## src/rtl/ex_mem_loader_pkg.sv

```systemverilog
// ex_mem_loader_pkg: shared widths, header field layout and FSM states for
// the external-memory image loader.
// Optional build macro: EX_MEM_LOADER_CSUM_EN adds the trailer checksum state.
package ex_mem_loader_pkg;

  localparam int ADDR_W      = 9;
  localparam int DATA_W      = 32;
  localparam int ENTRY_WORDS = 4;

  // Header word layout
  localparam int HDR_LAST_BIT  = 31;
  localparam int HDR_COUNT_MSB = 24;
  localparam int HDR_COUNT_LSB = 16;
  localparam int HDR_BASE_MSB  = 8;
  localparam int HDR_BASE_LSB  = 0;

  // Bits [30:25] and [15:9] must be zero in a well-formed header
  localparam logic [DATA_W-1:0] HDR_RSVD_MASK = 32'h7E00_FE00;

  typedef enum logic [3:0] {
    ST_IDLE,
    ST_HDR,
    ST_W0,
    ST_W1,
    ST_W2,
    ST_W3,
    ST_COMMIT,
`ifdef EX_MEM_LOADER_CSUM_EN
    ST_CSUM,
`endif
    ST_DONE,
    ST_ERR
  } state_t;

  // A count field of zero stands for a full 512-entry segment
  function automatic logic [ADDR_W:0] hdr_count(input logic [ADDR_W-1:0] n);
    hdr_count = (n == '0) ? {1'b1, {ADDR_W{1'b0}}} : {1'b0, n};
  endfunction

endpackage

```

## src/rtl/ex_mem_loader_csum.sv

```systemverilog
// ex_mem_loader_csum: running XOR over the words of one load session.
// Only instantiated when EX_MEM_LOADER_CSUM_EN is defined.
module ex_mem_loader_csum
  import ex_mem_loader_pkg::*;
(
  input  logic              clk,
  input  logic              reset,
  input  logic              clear,
  input  logic              enable,
  input  logic [DATA_W-1:0] din,
  output logic [DATA_W-1:0] sum
);

  // Clear wins over accumulate; the loader never asks for both at once
  always_ff @(posedge clk or negedge reset) begin
    if (!reset) begin
      sum <= '0;
    end else if (clear) begin
      sum <= '0;
    end else if (enable) begin
      sum <= sum ^ din;
    end
  end

endmodule

```

## src/rtl/ex_mem_loader.sv

```systemverilog
// ex_mem_loader: parses a header/payload word stream and emits one write
// strobe per 4-word entry to the core's instruction/data external memories.
// Optional build macro: EX_MEM_LOADER_CSUM_EN (trailer checksum after the
// last segment; mismatch ends the session in ERR).
module ex_mem_loader
  import ex_mem_loader_pkg::*;
(
  input  logic              clk,
  input  logic              reset,
  input  logic              start,
  input  logic              s_valid,
  output logic              s_ready,
  input  logic [DATA_W-1:0] s_data,
  output logic              enable_load_ex_mem,
  output logic [ADDR_W-1:0] InstExMemAddress,
  output logic [ADDR_W-1:0] DataExMemAddress,
  output logic [DATA_W-1:0] InstExMemData1,
  output logic [DATA_W-1:0] InstExMemData2,
  output logic [DATA_W-1:0] DataExMemData1,
  output logic [DATA_W-1:0] DataExMemData2,
  output logic              busy,
  output logic              done,
  output logic              error,
  output logic              wrapped
);

  state_t state, next_state;

  logic [ADDR_W-1:0] cur_addr;
  logic [ADDR_W-1:0] out_addr;
  logic [ADDR_W:0]   remaining;
  logic              last_seg;
  logic [DATA_W-1:0] word_buf [ENTRY_WORDS-1];
  logic [DATA_W-1:0] i1_q, i2_q, d1_q, d2_q;
  logic              done_q;
  logic              wrapped_q;

  logic accept;
  logic start_ok;
  logic last_entry;
  logic hdr_ok;

  assign accept     = s_valid && s_ready;
  assign start_ok   = start && (state inside {ST_IDLE, ST_DONE, ST_ERR});
  assign last_entry = (remaining == {{ADDR_W{1'b0}}, 1'b1});
  assign hdr_ok     = ((s_data & HDR_RSVD_MASK) == '0);

`ifdef EX_MEM_LOADER_CSUM_EN
  logic [DATA_W-1:0] csum_value;
  logic              csum_match;

  ex_mem_loader_csum u_csum (
    .clk    (clk),
    .reset  (reset),
    .clear  (start_ok),
    .enable (accept && (state != ST_CSUM)),
    .din    (s_data),
    .sum    (csum_value)
  );

  assign csum_match = (s_data == csum_value);
  assign s_ready    = (state inside {ST_HDR, ST_W0, ST_W1, ST_W2, ST_W3, ST_CSUM});
`else
  assign s_ready    = (state inside {ST_HDR, ST_W0, ST_W1, ST_W2, ST_W3});
`endif

  assign busy               = s_ready || (state == ST_COMMIT);
  assign error              = (state == ST_ERR);
  assign enable_load_ex_mem = (state == ST_COMMIT);
  assign done               = done_q;
  assign wrapped            = wrapped_q;
  assign InstExMemAddress   = out_addr;
  assign DataExMemAddress   = out_addr;
  assign InstExMemData1     = i1_q;
  assign InstExMemData2     = i2_q;
  assign DataExMemData1     = d1_q;
  assign DataExMemData2     = d2_q;

  // State register
  always_ff @(posedge clk or negedge reset) begin
    if (!reset) state <= ST_IDLE;
    else        state <= next_state;
  end

  // Next-state decode; in the word states s_ready is already high
  always_comb begin
    next_state = state;
    case (state)
      ST_IDLE, ST_DONE, ST_ERR: if (start) next_state = ST_HDR;
      ST_HDR:    if (s_valid) next_state = hdr_ok ? ST_W0 : ST_ERR;
      ST_W0:     if (s_valid) next_state = ST_W1;
      ST_W1:     if (s_valid) next_state = ST_W2;
      ST_W2:     if (s_valid) next_state = ST_W3;
      ST_W3:     if (s_valid) next_state = ST_COMMIT;
      ST_COMMIT: begin
        if (!last_entry)    next_state = ST_W0;
        else if (!last_seg) next_state = ST_HDR;
`ifdef EX_MEM_LOADER_CSUM_EN
        else                next_state = ST_CSUM;
`else
        else                next_state = ST_DONE;
`endif
      end
`ifdef EX_MEM_LOADER_CSUM_EN
      ST_CSUM:   if (s_valid) next_state = csum_match ? ST_DONE : ST_ERR;
`endif
      default:   next_state = ST_IDLE;
    endcase
  end

  // Segment tracking: base address, entries left and LAST flag
  always_ff @(posedge clk or negedge reset) begin
    if (!reset) begin
      cur_addr  <= '0;
      remaining <= '0;
      last_seg  <= 1'b0;
    end else if (state == ST_HDR && accept && hdr_ok) begin
      cur_addr  <= s_data[HDR_BASE_MSB:HDR_BASE_LSB];
      remaining <= hdr_count(s_data[HDR_COUNT_MSB:HDR_COUNT_LSB]);
      last_seg  <= s_data[HDR_LAST_BIT];
    end else if (state == ST_COMMIT) begin
      cur_addr  <= cur_addr + 1'b1;
      remaining <= remaining - 1'b1;
    end
  end

  // Payload buffering; outputs only move when the fourth word lands
  always_ff @(posedge clk or negedge reset) begin
    if (!reset) begin
      for (int i = 0; i < ENTRY_WORDS - 1; i++) word_buf[i] <= '0;
      out_addr <= '0;
      i1_q     <= '0;
      i2_q     <= '0;
      d1_q     <= '0;
      d2_q     <= '0;
    end else if (accept) begin
      case (state)
        ST_W0: word_buf[0] <= s_data;
        ST_W1: word_buf[1] <= s_data;
        ST_W2: word_buf[2] <= s_data;
        ST_W3: begin
          out_addr <= cur_addr;
          i1_q     <= word_buf[0];
          i2_q     <= word_buf[1];
          d1_q     <= word_buf[2];
          d2_q     <= s_data;
        end
        default: ;
      endcase
    end
  end

  // Status flags: done pulses on DONE entry, wrapped is sticky until start
  always_ff @(posedge clk or negedge reset) begin
    if (!reset) begin
      done_q    <= 1'b0;
      wrapped_q <= 1'b0;
    end else begin
      done_q <= (next_state == ST_DONE) && (state != ST_DONE);
      if (start_ok)
        wrapped_q <= 1'b0;
      else if (state == ST_COMMIT && cur_addr == '1 && !last_entry)
        wrapped_q <= 1'b1;
    end
  end

endmodule
```

## config.mk

```make
export PLATFORM = sky130hd
export DESIGN_NAME = ex_mem_loader
export DESIGN_NICKNAME = d
export VERILOG_FILES = /design/src/rtl/ex_mem_loader_pkg.sv /design/src/rtl/ex_mem_loader_csum.sv /design/src/rtl/ex_mem_loader.sv
export SDC_FILE = /design/constraint.sdc
export NUM_CORES = 1
export LEC_CHECK = 0
export CORE_ASPECT_RATIO = 0.9
export CORE_UTILIZATION = 45
export CTS_CLUSTER_DIAMETER = 80
export DETAILED_ROUTE_END_ITERATION = 10
export PLACE_DENSITY = 0.73
export SLEW_MARGIN = 20
export SYNTH_ARGS = -nofsm -noshare
export SYNTH_HDL_FRONTEND = slang
export SYNTH_SLANG_ARGS = --single-unit
```

## constraint.sdc

```tcl
create_clock -name clk -period 1.9 [get_ports clk]
set_input_delay 0.285 -clock clk [delete_from_list [all_inputs] [get_ports clk]]
set_output_delay 0.285 -clock clk [all_outputs]
set_load 0.005 [all_outputs]
```

# == Yosys cells after proc, flatten, opt, wreduce, memory -nomap -nowiden ==
# Cells that the tools add are included.
# op_classes
addsub,2
n_eq_ne,12
muxes,17
n_reduce_logical,21
# ops
cell,n
logical NOT 32 bit,1
two-way mux 10 bit,3
two-way mux 4 bit,7
case mux 4 bit (7 select lines),1
equality test 4 x 3 -> 1 bit (second input constant),5
two-way mux 9 bit,2
equality test 10 x 1 -> 1 bit (second input constant),1
subtractor 10 x 1 -> 10 bit (second input constant),1
adder 9 x 1 -> 9 bit (second input constant),1
equality test 9 bit (second input constant),1
logical NOT 9 bit,1
equality test 4 x 2 -> 1 bit (second input constant),2
AND reduction 2 bit,4
logical AND 1 bit,7
two-way mux 3 bit,2
nonzero test 5 bit,1
equality test 4 x 1 -> 1 bit (second input constant),1
equality test 4 bit (second input constant),1
logical NOT 4 bit,1
inequality test 4 x 3 -> 1 bit (second input constant),1
nonzero test 2 bit,2
nonzero test 3 bit,1
OR reduction 3 bit,1
two-way mux 1 bit,2
other kinds (2),2
# word_totals
register_bits,259
inputBits,36
output_inout_bits,152
word_cells,66

# == Depth between registers and ports, before layout ==
# Gate-level depths: netlist of run 1.
# logic_depth
word_depth,6
ltp_mapped,7
mapped_depth_nobuf,6

# == Worst setup path after synthesis of run 1 ==
# OpenSTA, ideal clock, no wires.
# synth_timing
kind,reg-to-reg
startpoint,reg remaining[1]
endpoint,reg state[1]
setup_time_ns,0.133
arrival_ns,1.641
required_time_ns,1.767
slack_ns,0.126
stages_incl_launch_ff,7
n_path_buf,0
synth_period_minus_slack_ns,1.774
cell_sequence,dfrtp_1 -> inv_1 -> ha_1 -> or4b_1 -> or4_4 -> o21ai_0 -> nand3_1
# synth_via
elab_chain_cells,3
# synth_lines
item,line,rtl
"start, declared",ex_mem_loader.sv:31,logic [ADDR_W:0] remaining;
"start signal, assigned",ex_mem_loader.sv:119,remaining <= hdr_count(s_data[HDR_COUNT_MSB:HDR_COUNT_LSB]);
"start signal, assigned",ex_mem_loader.sv:123,remaining <= remaining - 1'b1;
equality test 10 x 1 -> 1 bit,ex_mem_loader.sv:45,"assign last_entry = (remaining == {{ADDR_W{1'b0}}, 1'b1});"
two-way mux 3 bit,ex_mem_loader.sv:96,if (!last_entry) next_state = ST_W0;
case mux 4 bit (7 select lines),ex_mem_loader.sv:88,case (state)
named net next_state[1],ex_mem_loader.sv:27,"state_t state, next_state;"
"end signal, assigned",ex_mem_loader.sv:82,else state <= next_state;
"end, declared",ex_mem_loader.sv:27,
# The timed path passes the listed nets, and every way through them passes these cells.
# A chain may end at the register's enable or synchronous reset.

# == Worst setup path in the final report of run 1 ==
# layout_timing
startpoint,reg state[0]
endpoint,reg out_addr[8] (netlist: DataExMemAddress[8])
# layout_via
elab_chain_cells,4
elab_cells_between_ends,8
classes_between,eq/ne (5); reduce/logical (3)
# layout_lines
item,line,rtl
equality test 4 x 1 -> 1 bit (tied with other cells),ex_mem_loader.sv:64,"assign s_ready = (state inside {ST_HDR, ST_W0, ST_W1, ST_W2, ST_W3});"
nonzero test 5 bit,ex_mem_loader.sv:64,
logical AND 1 bit,ex_mem_loader.sv:43,assign accept = s_valid && s_ready;
AND reduction 2 bit (no source line) *,-,
"end signal, assigned",ex_mem_loader.sv:142,out_addr <= cur_addr;
"end, declared",ex_mem_loader.sv:30,logic [ADDR_W-1:0] out_addr;
# Every way passes the cells marked *; elsewhere a longest branch is shown, timed or not.

==> flow_summary.ini, run 1 <==
[logic_synthesis]
synthAdderAreaFrac = 0.00488
ys_top_cells_by_area = dfrtp_1, mux2_2, buf_2
ys_seq_elements = 259
yosys.area.top_type = dfrtp_1
ys_warn_count = 0
syn-num-nets = 712
synth_ff_type = dfrtp_1
ys_seq_area_frac = 0.632
synth_edf_count = 0
synthMuxAreaShare = 0.258
synth-xor-area-share = 0.00939
yosys.area.top_type_share = 0.632
netlist_instances = 672
synth_area_per_cell_sq_um = 15.3
async_flop_share = 1.00
yosys.area_share.simple = 0.0489
synth.top_cells.by_count = dfrtp_1, mux2_2, buf_2
synth_most_common_cell = dfrtp_1
synth_top_family_by_area = multiplexers
synth_compound_area_frac = 0.0227
ys_types = 47
synth_area_sq_um = 10300

[timing]
finalWorstSetupSlack_ns = -0.0987
clock.fmax_ghz = 0.500
grt_setup_unrepaired = true
min_period_over_period = 1.05
final_hold_viol_count = 0
finalCriticalPeriod_ns = 2.00
tightest_slew_ns = 0.587
skew_ns = 0.0212
holdWs_ns = 0.297
finalSetupViolations = 126
maxSlewHeadroom = 0.609
slew_violations = 0

[critical_path]
crit_chain = buf_4 > buf_4 > buf_6 > and2b_2 > nand3_4 > buf_12 > clkbuf_16 > mux2_2
ff2ff_path_depth = 8
start_kind = flop
r2r_slack_ns = -0.1
required_ns = 2.30
cp.arrival_ns = 2.40
rr_startpoint = state[0]
slowest_stage = dfrtp_1
r2r_end = DataExMemAddress[8]
slowest_delay_ns = 0.41
cp-end-kind = flop
crit_type = flop to flop
path_max_fanout = 9
critPathMostFrequentCell = buf_4

[floorplan]
core_sq_um = 22400
rows = 52
start_util = 0.457
die_area_sq_um = 23400
fp.dieH_um = 145
die_x_um = 161
boundaryPins = 188

[clock_tree]
tritoncts = built
clockBufferDepth = 3
cts.root.buffer_cell = clkbuf_16
cts.sinks = 259
numCtsBuffers = 27
htreeDepth = 1
clock_latency_ns = 0.53
clkSlewWorstSetupHoldPaths_ns = 0.06

[grt]
grt_pass1_wl_mm = 37.6
grt_pass1_vias = 6761
grt_overflow = 0
grt_usage = 0.205
grt_max_degree = 71
antenna_found_initial = 1

[power_and_ir_drop]
power_switching_mw = 5.92
p_sw_frac = 0.267
p_per_area_nw_per_um2 = 1520
intPower_mw = 16.3
clkPwrFrac = 0.234
ir_drop_uv = 929
p_leak_nw = 6.65
power_frac_seq = 0.418
comb_power_share = 0.348

[cells_and_area]
drive_above_1_share = 0.432
n_fill_cell = 1670
regArea_sq_um = 6490
multi_input_area_sq_um = 3680
nNetsFinal = 989
syn_to_final_growth_pct = 42.3

[detailed_routing]
drt_iter0_markers = 274
wl_mm = 25.6
via_per_inst = 5.18
num_vias = 6553
drtAntennaViolNets = 0
drt-wirelength-per-cell_um = 20.2
drc = 0
dr.pass1.iters = 4

[placed_design]
place_hpwl_mm = 15.9
port_buffers = 187
gp_congestion = 0.841
pre_cts_ws_ns = -0.716

[run_status]
status = finished with violations
violations = negative setup slack

[job]
max_cap_viol_count = 0

[hold_path]
hold_path.class = input port to async pin
-- logic make-up after synthesis --
| group | count (synthesis) |
|---|---|
| xor+xnor | 11 |
| simple gates | 84 |
| mux | 235 |
| fa+ha+maj | 4 |
| flops | 259 |
| compound gates | 33 |
| buf+inv | 46 |
-- worst max-delay path: cells and delay by family, from the launching register on --
| family | cells | cell delay, ns |
|---|---|---|
| and+or+nand+nor | 2 | 0.35 |
| DFF | 1 | 0.41 |
| muxes | 1 | 0.33 |
| buffers and inverters | 5 | 0.79 |
-- per-layer routing --
metal | wire length (um) | global-route usage
met1 | 11400 | 0.282
met2 | 12100 | 0.324
met4 | 416 | 0.0491
met5 | 0 | 0
met3 | 1660 | 0.0535
-- how the worst max path moves through the flow --
stage	from	to	slack, ns	cells past startpoint
after global placement	s_data[15]	remaining[4]	-0.70	5
final	state[0]	DataExMemAddress[8]	-0.1	8
after detailed placement	s_data[15]	remaining[4]	-0.72	5
after CTS	state[1]	busy	-0.11	5
after floorplan	remaining[1]	state[1]	0.13	6
after global routing	state[0]	DataExMemAddress[8]	-0.14	8
-- cell usage in the layout (no fill, tap or decap), drive strengths merged, types with 3 or more instances in the layout --
cell           count
and2               5
mux2             235
a21oi              6
clkbuf            52
clkinv             6
clkdlybuf4s50    182
nand2             11
dfrtp            259
nor3              12
nor4               8
a221o              6
ha                 4
nand3             13
xor2               3
o21ai              9
buf               94
or3                8
xnor2              8
nor2              12
inv                5
a31oi              3
-- state kept, by name, indices dropped and copies added (netlist names) --
name and flops:
DataExMemAddress 9, DataExMemData1 32, InstExMemData1 32, state 4
DataExMemData2 32, last_seg 1, remaining 10, word_buf 96
wrapped 1, InstExMemData2 32, cur_addr 9, done 1
-- area by class of cell --
type                            count  share of cell area
Antenna cell                        1            0.000171
Clock buffer                       39              0.0548
Clock inverter                      9             0.00574
Inverter                            4             0.00103
Multi-Input combinational cell    367               0.252
Sequential cell                   259               0.444
Tap cell                          297              0.0254
Timing Repair Buffer              290               0.216
-- power by group through the flow --
stage | sequential [mW] | combinational, mW | clock, mW
3_3_place_gp | 9.17 | 7.02 | 0
5_1_grt | 9.57 | 8.24 | 5.53
2_1_floorplan | 9.06 | 3.00 | 0
4_1_cts | 9.23 | 7.38 | 5.29
3_5_place_dp | 9.29 | 7.16 | 0
6_report | 9.27 | 7.73 | 5.19
-- per-stage QoR --
step / utilization / std cells / cell area, sq um / power (mW) / TNS [ns]
2_1_floorplan: - / 672 / 10300 / 12.1 / 0
3_3_place_gp: 0.579 / 1184 / 13000 / 16.2 / -31.71
3_5_place_dp: 0.579 / 1184 / 13000 / 16.5 / -35.73
4_1_cts: 0.624 / 1242 / 14000 / 21.9 / -4.22
5_1_grt: 0.651 / 1266 / 14600 / 23.3 / -12.64
6_report: 0.651 / 1266 / 14600 / 22.2 / -5.50
-- what timing repair did --
action,CTS,global route
hold buffers,1,0
gates cloned,0,18
pin swaps,4,3
hold endpoints to repair,60,0
setup buffers,9,6
endpoints found under the setup margin,26,193
gates resized for setup,31,44
(Power assumes the default switching activity.)
==> run 2, diff against run 1 <==
--- a/config.mk
+++ b/config.mk
@@ -9,7 +9,7 @@
 export CORE_UTILIZATION = 45
 export CTS_CLUSTER_DIAMETER = 80
 export DETAILED_ROUTE_END_ITERATION = 10
-export PLACE_DENSITY = 0.73
+export PLACE_DENSITY = 0.7
 export SLEW_MARGIN = 20
 export SYNTH_ARGS = -nofsm -noshare
 export SYNTH_HDL_FRONTEND = slang
==> flow_summary.ini, run 2 (same netlist as run 1, synthesis figures left out) <==
[timing]
holdWs_ns = 0.288
setup_tns_ns = -2.22
finalSetupViolations = 91
slew_violations = 0
maxSlewHeadroom = 0.676
finalCriticalPeriod_ns = 2.00
skew_ns = 0.0101
final_hold_viol_count = 0
tightest_slew_ns = 0.486
clock.fmax_ghz = 0.499
finalWorstSetupSlack_ns = -0.104
min_period_over_period = 1.05
grt_setup_unrepaired = true

[critical_path]
ff2ff_path_depth = 7
rr_startpoint = state[2]
endpoint = remaining[6]
cp-end-kind = flop
crit_chain = buf_6 > buf_12 > nand3b_1 > buf_4 > or3_4 > or3_1 > o311a_1
r2r_slack_ns = -0.10
required_ns = 2.30
path_max_fanout = 4
start_kind = flop
cp-startpoint = state[2]
cp.arrival_ns = 2.41
slowest_stage = dfrtp_2
r2r_end = remaining[6]
slowest_delay_ns = 0.44
crit_type = flop to flop

[power_and_ir_drop]
power_frac_seq = 0.425
p_leak_nw = 6.48
comb_power_share = 0.353
p_sw_frac = 0.269
ir_drop_uv = 734
power_switching_mw = 5.86
intPower_mw = 15.9
p_per_area_nw_per_um2 = 1510
clkPwrFrac = 0.222

[detailed_routing]
drc = 0
via_per_inst = 5.19
drt_iter0_markers = 276
wl_mm = 25.2
dr.pass1.iters = 5
drtAntennaViolNets = 0
drt-wirelength-per-cell_um = 20.0
num_vias = 6538

[floorplan]
core_sq_um = 22400
boundaryPins = 188
die_x_um = 161
start_util = 0.457
rows = 52
fp.dieH_um = 145
die_area_sq_um = 23400

[placed_design]
dp_cells = 1187
gp_congestion = 0.848
port_buffers = 187
place_hpwl_mm = 16.3

[grt]
antenna_found_initial = 0
grt_overflow = 0
grt_pass1_wl_mm = 39.0
grt_pass1_vias = 7127
grt_max_degree = 59
grt_usage = 0.211

[cells_and_area]
final_util = 0.641
final-instance-count-excl-fill = 1259
largest_register = word_buf
antenna_cells = 0
largest_reg_flops = 96
final_common_cell = dfrtp_1
final_cell_mix = dfrtp_1, mux2_2, clkdlybuf4s50_1
syn_to_final_growth_pct = 40.2
nNetsFinal = 983
drive_above_1_share = 0.439

[clock_tree]
clock_latency_ns = 0.53
cts.root.buffer_cell = clkbuf_16
clkSlewWorstSetupHoldPaths_ns = 0.06
cts.sinks = 259
tritoncts = built
htreeDepth = 1
numCtsBuffers = 27
clockBufferDepth = 3

[run_status]
violations = negative setup slack
status = finished with violations

[job]
max_cap_viol_count = 0

[hold_path]
hold_path.class = input port to async pin
## run 2: worst min-delay path by stage
stage / to / start / cells after the start / slack, ns
after floorplan: DataExMemAddress[0] / reset / 0 / -0.01
after detailed placement: word_buf[62] / reset / 1 / 0.26
final: word_buf[62] / reset / 2 / 0.29
after global placement: word_buf[62] / reset / 1 / 0.25
after global routing: DataExMemData2[27] / reset / 2 / 0.33
after CTS: DataExMemData2[27] / reset / 2 / 0.30
## run 2: layer usage
metal / track usage / vias up / routed length (um)
met2: 0.353 / 174 / 12500
li1: - / 2957 / -
met3: 0.0463 / 37 / 1430
met1: 0.282 / 3370 / 10800
met4: 0.0491 / 0 / 456
met5: 0 / - / 0
## run 2: final cells by class
cell class                      instances  area [sq um]
Fill cell                            1592          8060
Sequential cell                       259          6480
Multi-Input combinational cell        367          3830
Clock buffer                           41           768
Inverter                                4          15.0
Clock inverter                          7          42.5
Tap cell                              297           372
Timing Repair Buffer                  284          2880
## run 2: power by group through the flow
stage               combinational [mW]  sequential (mW)  clock (mW)
floorplan                         3.00             9.06           0
global placement                  6.81             9.14           0
detailed placement                7.00             9.32           0
CTS                               7.33             9.23        4.96
global route                      8.23             9.55        5.23
finish                            7.69             9.24        4.83
## run 2: metrics by stage
stage          setup WS (ns)  total power [mW]  cell area [sq um]
6_report              -0.104              21.8              14400
5_1_grt               -0.133              23.0              14400
2_1_floorplan          0.126              12.1              10300
4_1_cts              -0.0865              21.5              13900
3_5_place_dp          -0.555              16.3              13000
3_3_place_gp          -0.521              15.9              13000
## run 2: what timing repair did
action	CTS	global route
resized for setup	38	77
cloned	0	4
buffers inserted	10	9
endpoints found under the setup margin	6	119
hold buffers	1	0
pin swaps	3	9
hold endpoints to repair	51	0
## run 2: critical path: cells and delay by family, from the launching register on
family                 cells  cell delay, ns
AO/OA/AOI/OAI              1            0.12
buffers and inverters      3            0.42
flip-flops                 1            0.44
AND/OR/NAND/NOR            3            0.89
==> run 3, diff against run 2 <==
--- a/config.mk
+++ b/config.mk
@@ -9,7 +9,8 @@
 export CORE_UTILIZATION = 45
 export CTS_CLUSTER_DIAMETER = 80
 export DETAILED_ROUTE_END_ITERATION = 10
-export PLACE_DENSITY = 0.7
+export DONT_BUFFER_PORTS = 1
+export PLACE_DENSITY = 0.59
 export SLEW_MARGIN = 20
 export SYNTH_ARGS = -nofsm -noshare
 export SYNTH_HDL_FRONTEND = slang
==> flow_summary.ini, run 3 (same netlist as run 1, synthesis figures left out) <==
[detailed_routing]
num_vias = 5858
wl_mm = 23.8
via_per_inst = 5.50
drc = 0
drt_iter0_markers = 392
drtAntennaViolNets = 0
drt-wirelength-per-cell_um = 22.4
dr.pass1.iters = 6

[clock_tree]
clockBufferDepth = 3
clock_latency_ns = 0.52
tritoncts = built
clkSlewWorstSetupHoldPaths_ns = 0.06
hold_buffers = 33
numCtsBuffers = 27
cts.sinks = 259
cts.root.buffer_cell = clkbuf_16
htreeDepth = 1

[timing]
tightest_slew_ns = 0.542
finalSetupViolations = 35
min_period_over_period = 1.05
finalCriticalPeriod_ns = 1.99
skew_ns = 0.00940
holdWs_ns = -0.529
setup_tns_ns = -0.587
clock.fmax_ghz = 0.501
final_hold_viol_count = 259
grt_setup_unrepaired = true
maxSlewHeadroom = 0.639
finalWorstSetupSlack_ns = -0.0942
slew_violations = 0

[run_status]
status = finished with violations
violations = negative hold slack, negative setup slack

[critical_path]
cp-end-kind = output port
r2r_end = InstExMemData2[1]
cp-startpoint = state[2]
crit_type = flop to output port
path_max_fanout = 4
cp.arrival_ns = 1.71
required_ns = 1.62
rr_startpoint = state[0]
start_kind = flop
ff2ff_path_depth = 6
r2r_slack_ns = -0.03

[grt]
grt_pass1_vias = 6280
antenna_found_initial = 0
grt_usage = 0.201
top_usage_layer = met2
grt_max_degree = 260
grt_pass1_wl_mm = 36.4
met2_usage = 0.337
use_met1 = 0.254
met3_usage = 0.0575
grt_overflow = 0

[power_and_ir_drop]
ir_drop_uv = 749
power_frac_seq = 0.509
p_sw_frac = 0.277
power_switching_mw = 5.22
clkPwrFrac = 0.275
p_leak_nw = 5.64
intPower_mw = 13.6
comb_power_share = 0.216
p_per_area_nw_per_um2 = 1530
power_mw = 18.9

[cells_and_area]
multi_input_area_sq_um = 3650
regArea_sq_um = 6480
final_common_cell = dfrtp_1
syn_to_final_growth_pct = 20.1
final-instance-count-excl-fill = 1065
nNetsFinal = 788
final_util = 0.549
largest_reg_flops = 96
fin_area_sq_um = 12300
final_cell_mix = dfrtp_1, mux2_2, buf_4
n_fill_cell = 1854
drive_above_1_share = 0.475
antenna_cells = 0
largest_register = word_buf

[floorplan]
core_sq_um = 22400
fp.dieH_um = 145
start_util = 0.457
die_x_um = 161
die_area_sq_um = 23400
rows = 52
boundaryPins = 188

[placed_design]
port_buffers = 0
dp_cells = 963
gp_congestion = 0.895
place_hpwl_mm = 14.1
pre_cts_ws_ns = -0.0476
place_area_sq_um = 10800

[job]
max_cap_viol_count = 0

[hold_path]
hold_path.class = input port to async pin
[run 3: cell types whose count changed in the layout (fill, tap and decap cells not counted), moves of 5 or more]
cell and change:
mux2_2 +18, mux2_4 -18, clkdlybuf4s50_1 -182, buf_4 -30, nand3_1 +5, o21ai_0 +5, clkbuf_8 +5, dlygate4sd3_1 +32
buf_12 -12, nand3_2 -5
[run 3: final cells by class]
| type | instances | area share |
|---|---|---|
| repair buffers | 89 | 0.0734 |
| multi-input cells | 367 | 0.296 |
| flip-flops and latches | 259 | 0.526 |
| inverters | 4 | 0.00152 |
| clock buffers | 42 | 0.0667 |
| clock inverters | 7 | 0.00558 |
| well taps | 297 | 0.0302 |
[run 3: power by group through the flow]
stage | clock network [mW] | logic, mW | registers (mW)
6_report | 5.19 | 4.06 | 9.60
5_1_grt | 5.53 | 4.40 | 9.90
4_1_cts | 5.33 | 3.86 | 9.63
3_5_place_dp | 0 | 3.56 | 9.72
3_3_place_gp | 0 | 3.34 | 9.60
2_1_floorplan | 0 | 3.00 | 9.06
[run 3: worst max-delay path by stage]
stage / endpoint / depth (start not counted)
finish: busy / 5
global route: busy / 5
CTS: busy / 5
detailed placement: state[1] / 6
global placement: remaining[4] / 5
floorplan: state[1] / 6
[run 3: layer usage]
| metal | part of all wire | vias up |
|---|---|---|
| li1 | - | 2555 |
| met2 | 0.49 | 192 |
| met5 | 0 | - |
| met1 | 0.41 | 3070 |
| met3 | 0.077 | 41 |
| met4 | 0.024 | 0 |
[run 3: worst max-delay path, stage by stage (launching register included)]
cell and delay [ns]:
dfrtp_1 0.39, buf_6 0.14, nor3_4 0.24, nor3_4 0.06, buf_4 0.14, or2_4 0.22
[run 3: what timing repair did]
| action | in CTS | in global routing |
|---|---|---|
| setup endpoints to repair | 9 | 131 |
| resized for setup | 14 | 24 |
| pin swaps | 2 | 4 |
| buffers inserted | 9 | 7 |
| hold endpoints to repair | 407 | 259 |
| cloned | 0 | 4 |
==> RTL edit 1 (settings of run 3) <==
Register the output `error`, cleared by the reset; this adds one clock of latency there. The other outputs are not delayed to match.
--- a/src/rtl/ex_mem_loader.sv
+++ b/src/rtl/ex_mem_loader.sv
@@ -65,7 +65,13 @@
 `endif
 
   assign busy               = s_ready || (state == ST_COMMIT);
-  assign error              = (state == ST_ERR);
+  always_ff @(posedge clk or negedge reset) begin
+    if (!reset) begin
+      error <= '0;
+    end else begin
+      error <= (state == ST_ERR);
+    end
+  end
   assign enable_load_ex_mem = (state == ST_COMMIT);
   assign done               = done_q;
   assign wrapped            = wrapped_q;
Check against the original RTL: not equivalent (a bounded check fails within 4 cycles, from zero or initial values and one cycle with reset low).
==> RTL edit 1 against run 3 <==
The flow still finishes with violations (hold timing, setup timing); synthesized area is 3.0% higher; cell count rose by 0.75%; sequential share of layout area is 1.7 points lower; setup slack gained 0.0050 ns; sequential cell count up 1; global-route usage decreased by 0.10 points; total power up 4.5%; die area rose by 3.0%; cell area grew 3.7%; routed wire length is 4.7% higher; critical endpoint is now word_buf[80].
==> RTL edit 1: results (changes against run 3) <==
Cells and area
  • Fillers: 1,778 (was 1,854)
  • Area grow syn2layout: 20.9% (was 20.1%)
  • Area of the multi-input gates: 0.00389 mm² (was 0.00365 mm²)
  • Clock Buffer Count: 38 (was 42)
  • Seq/total area: 51.0% (was 52.6%)
  • Seq_cells: 260 (was 259)
  • ANT cells: 2 (was 0)
  • Buffers excl. clock: 96 (was 89)

Global route
  • Met1 GRT Util: 27.3% (was 25.4%)
  • Routing usage on met3: 4.94% (was 5.75%)
  • Largest net degree at the start of global routing: 261 (was 260)

Logic synthesis
  • Post-synthesis cell area: 0.0106 mm² (was 0.0103 mm²)
  • Netlist cell types: 49 (was 47)
  • Register area share after synthesis: 61.6% (was 63.2%)
  • Top cells by count, synth: dfrtp_1, mux2_2, mux2_4, buf_2, nand3_1 (was dfrtp_1, mux2_2, buf_2, nand3_1)
  • Syn Area/Cell: 15.6 µm² (was 15.3 µm²)
  • Synth Area in Adders: 0.474% (was 0.488%)
  • Post-synthesis mux area share: 27.6% (was 25.8%)
  • Xor and xnor area share after synthesis: 0.994% (was 0.939%)

Run status
  • Outcome: finished, violations left (unchanged)
  • Failing checks: hold timing, setup timing (unchanged)

Detailed routing
  • Drt wl/cell: 23.3 µm (was 22.4 µm)
  • Initial DRC count: 315 (was 392)
  • Wl on met1: 10.9 mm (was 9.87 mm)
  • Initial DRT Pass Iterations: 4 (was 6)

Critical path
  • Worst reg2reg endpoint: word_buf[80] (was InstExMemData2[1])
  • R2r startpoint: state[3] (was state[0])
  • Reg2reg path depth: 5 (was 6)
  • Crit path DAT: 2.39 ns (was 1.71 ns)

Timing
  • Hold slack final: -0.531 ns (was -0.529 ns)
  • Setup ws final: -0.0892 ns (was -0.0942 ns)
  • Worst Skew: 0.0172 ns (was 0.00940 ns)
  • Final Hold Viols: 260 (was 259)
  • Number of setup violations in the final report: 88 (was 35)

Power and ir drop
  • Pleak: 5.95 nW (was 5.64 nW)
  • Max VDD drop: 0.000898 V (was 0.000749 V)

Placed design
  • HPWL after DPL: 14.4 mm (was 14.1 mm)
  • Post-Place Cells: 965 (was 963)
RTL edit 1: power breakdown:
group          internal (mW)  switching (mW)  total (mW)
clock network           2.92            2.07        4.99
registers               7.97            1.80        9.77
logic                   3.36            1.58        4.95
total                   14.3            5.45        19.7
RTL edit 1: worst max path at each step:
stage | start | endpoint | cells after the start | slack, ns
6_report | state[3] | word_buf[80] | 5 | -0.09
5_1_grt | state[0] | busy | 4 | -0.13
4_1_cts | state[1] | busy | 4 | -0.05
3_5_place_dp | state[3] | remaining[1] | 6 | -0.04
3_3_place_gp | state[3] | word_buf[5] | 4 | -0.01
2_1_floorplan | remaining[0] | remaining[6] | 6 | 0.01
RTL edit 1: critical path, cell delays in order (launching register included):
cell,delay (ns)
dfrtp_1,0.41
buf_6,0.14
or3b_4,0.37
or3_4,0.42
clkbuf_16,0.22
mux2_4,0.29
RTL edit 1: repair_timing:
item	CTS	global route
endpoints found under the hold margin	409	260
pin swaps	5	6
setup buffers	9	11
gates cloned	2	7
setup endpoints to repair	76	177
gates resized for setup	36	24
==> RTL edit 2 (config.mk and constraints of run 3) <==
Made on the original files. `DATA_W`: 32 -> 40.
--- a/src/rtl/ex_mem_loader_pkg.sv
+++ b/src/rtl/ex_mem_loader_pkg.sv
@@ -4,7 +4,7 @@
 package ex_mem_loader_pkg;
 
   localparam int ADDR_W      = 9;
-  localparam int DATA_W      = 32;
+  localparam int DATA_W      = 40;
   localparam int ENTRY_WORDS = 4;
 
   // Header word layout
Interface: changed (5 resized); port bits go from 188 to 228. No check against the original RTL was run, so the function may have changed too.
==> RTL edit 2 against run 3 <==
The run ends with DRC, hold timing, setup timing left; sequential share of layout area is 0.62 points lower; routed wire length rose by 29%; cell area grew 23%; setup slack got worse by 0.020 ns; utilization shrank 0.63 points; die area grew 24%; sequential cell count increased by 56; synthesized area up 24%; first-iteration DRC count rose by 10%; total power up 17%; via count is 21% higher; critical path type is now register to register.
==> RTL edit 2: results (changes against run 3) <==
Power and ir drop
  • Seq power: 11.3 mW (was 9.60 mW)
  • Pwr dens: 1450 mW/mm² (was 1530 mW/mm²)
  • Pleak: 7.41 nW (was 5.64 nW)
  • Sw frac: 27.8% (was 27.7%)

Timing
  • Hold slack final: -0.561 ns (was -0.529 ns)
  • Final TNS setup: -9.75 ns (was -0.587 ns)
  • Actual slew at the worst max-slew pin: 0.789 ns (was 0.542 ns)
  • Number of setup violations in the final report: 200 (was 35)
  • Final Hold Viols: 315 (was 259)
  • Setup ws final: -0.115 ns (was -0.0942 ns)
  • Worst Skew: 0.0173 ns (was 0.00940 ns)

Critical path
  • Reg2reg path depth: 5 (was 6)
  • Critical-path top delay cell: or4_4 (was dfrtp_1)
  • R2r startpoint: state[2] (was state[0])
  • Critical Path End Type: register (was output port)
  • Worst reg2reg endpoint: DataExMemData2[22] (was InstExMemData2[1])

Logic synthesis
  • Syn nets: 837 (was 712)
  • Ranking of synthesized cells by area: dfrtp_1, mux2_2, mux2_4 (was dfrtp_1, mux2_2, buf_2)
  • Post-synthesis mux area share: 29.0% (was 25.8%)

Cells and area
  • Clock Buffer Count: 49 (was 42)
  • Inverters: 6 (was 4)
  • Max FFs per register: 120 (was 96)
  • Nets: 925 (was 788)
  • Fillers: 2,188 (was 1,854)
  • Buffers excl. clock: 101 (was 89)
  • Share of cells above drive strength 1: 44.1% (was 47.5%)
  • Register area: 0.00789 mm² (was 0.00648 mm²)
  • Area of the multi-input gates: 0.00466 mm² (was 0.00365 mm²)

Global route
  • Met1 GRT Util: 26.9% (was 25.4%)
  • Largest net degree at the start of global routing: 316 (was 260)
  • First-pass GRT wire length: 44.4 mm (was 36.4 mm)

Clock tree
  • CTS Sinks: 315 (was 259)

Run status
  • Outcome: finished, violations left (unchanged)
  • Failing checks: DRC, hold timing, setup timing (was hold timing, setup timing)

Detailed routing
  • DRC violations left: 32 (was 0)
  • Initial DRT Pass Iterations: 8 (was 6)

Placed design
  • Post-Place Cells: 1,130 (was 963)
-- RTL edit 2: cell count changes in the layout (fill, tap and decap cells not counted), sizes merged, moves of 4 or more --
| cell | delta |
|---|---|
| clkbuf | +14 |
| dfrtp | +56 |
| dlygate4sd3 | +8 |
| mux2 | +59 |
| nand3 | -4 |
| or3 | -4 |
| or4 | +5 |
-- RTL edit 2: critical path, delay by kind of cell, from the launching register on --
| family | cells | cell delay, ns |
|---|---|---|
| buf+inv | 3 | 0.47 |
| flops | 1 | 0.41 |
| mux | 1 | 0.33 |
| simple gates | 1 | 0.65 |
-- RTL edit 2: what timing repair did --
action / CTS / global route
endpoints found under the hold margin: 496 / 315
gates resized for setup: 16 / 25
pin swaps: 3 / 6
setup endpoints to repair: 5 / 245
setup buffers: 11 / 7
cloned: 0 / 15
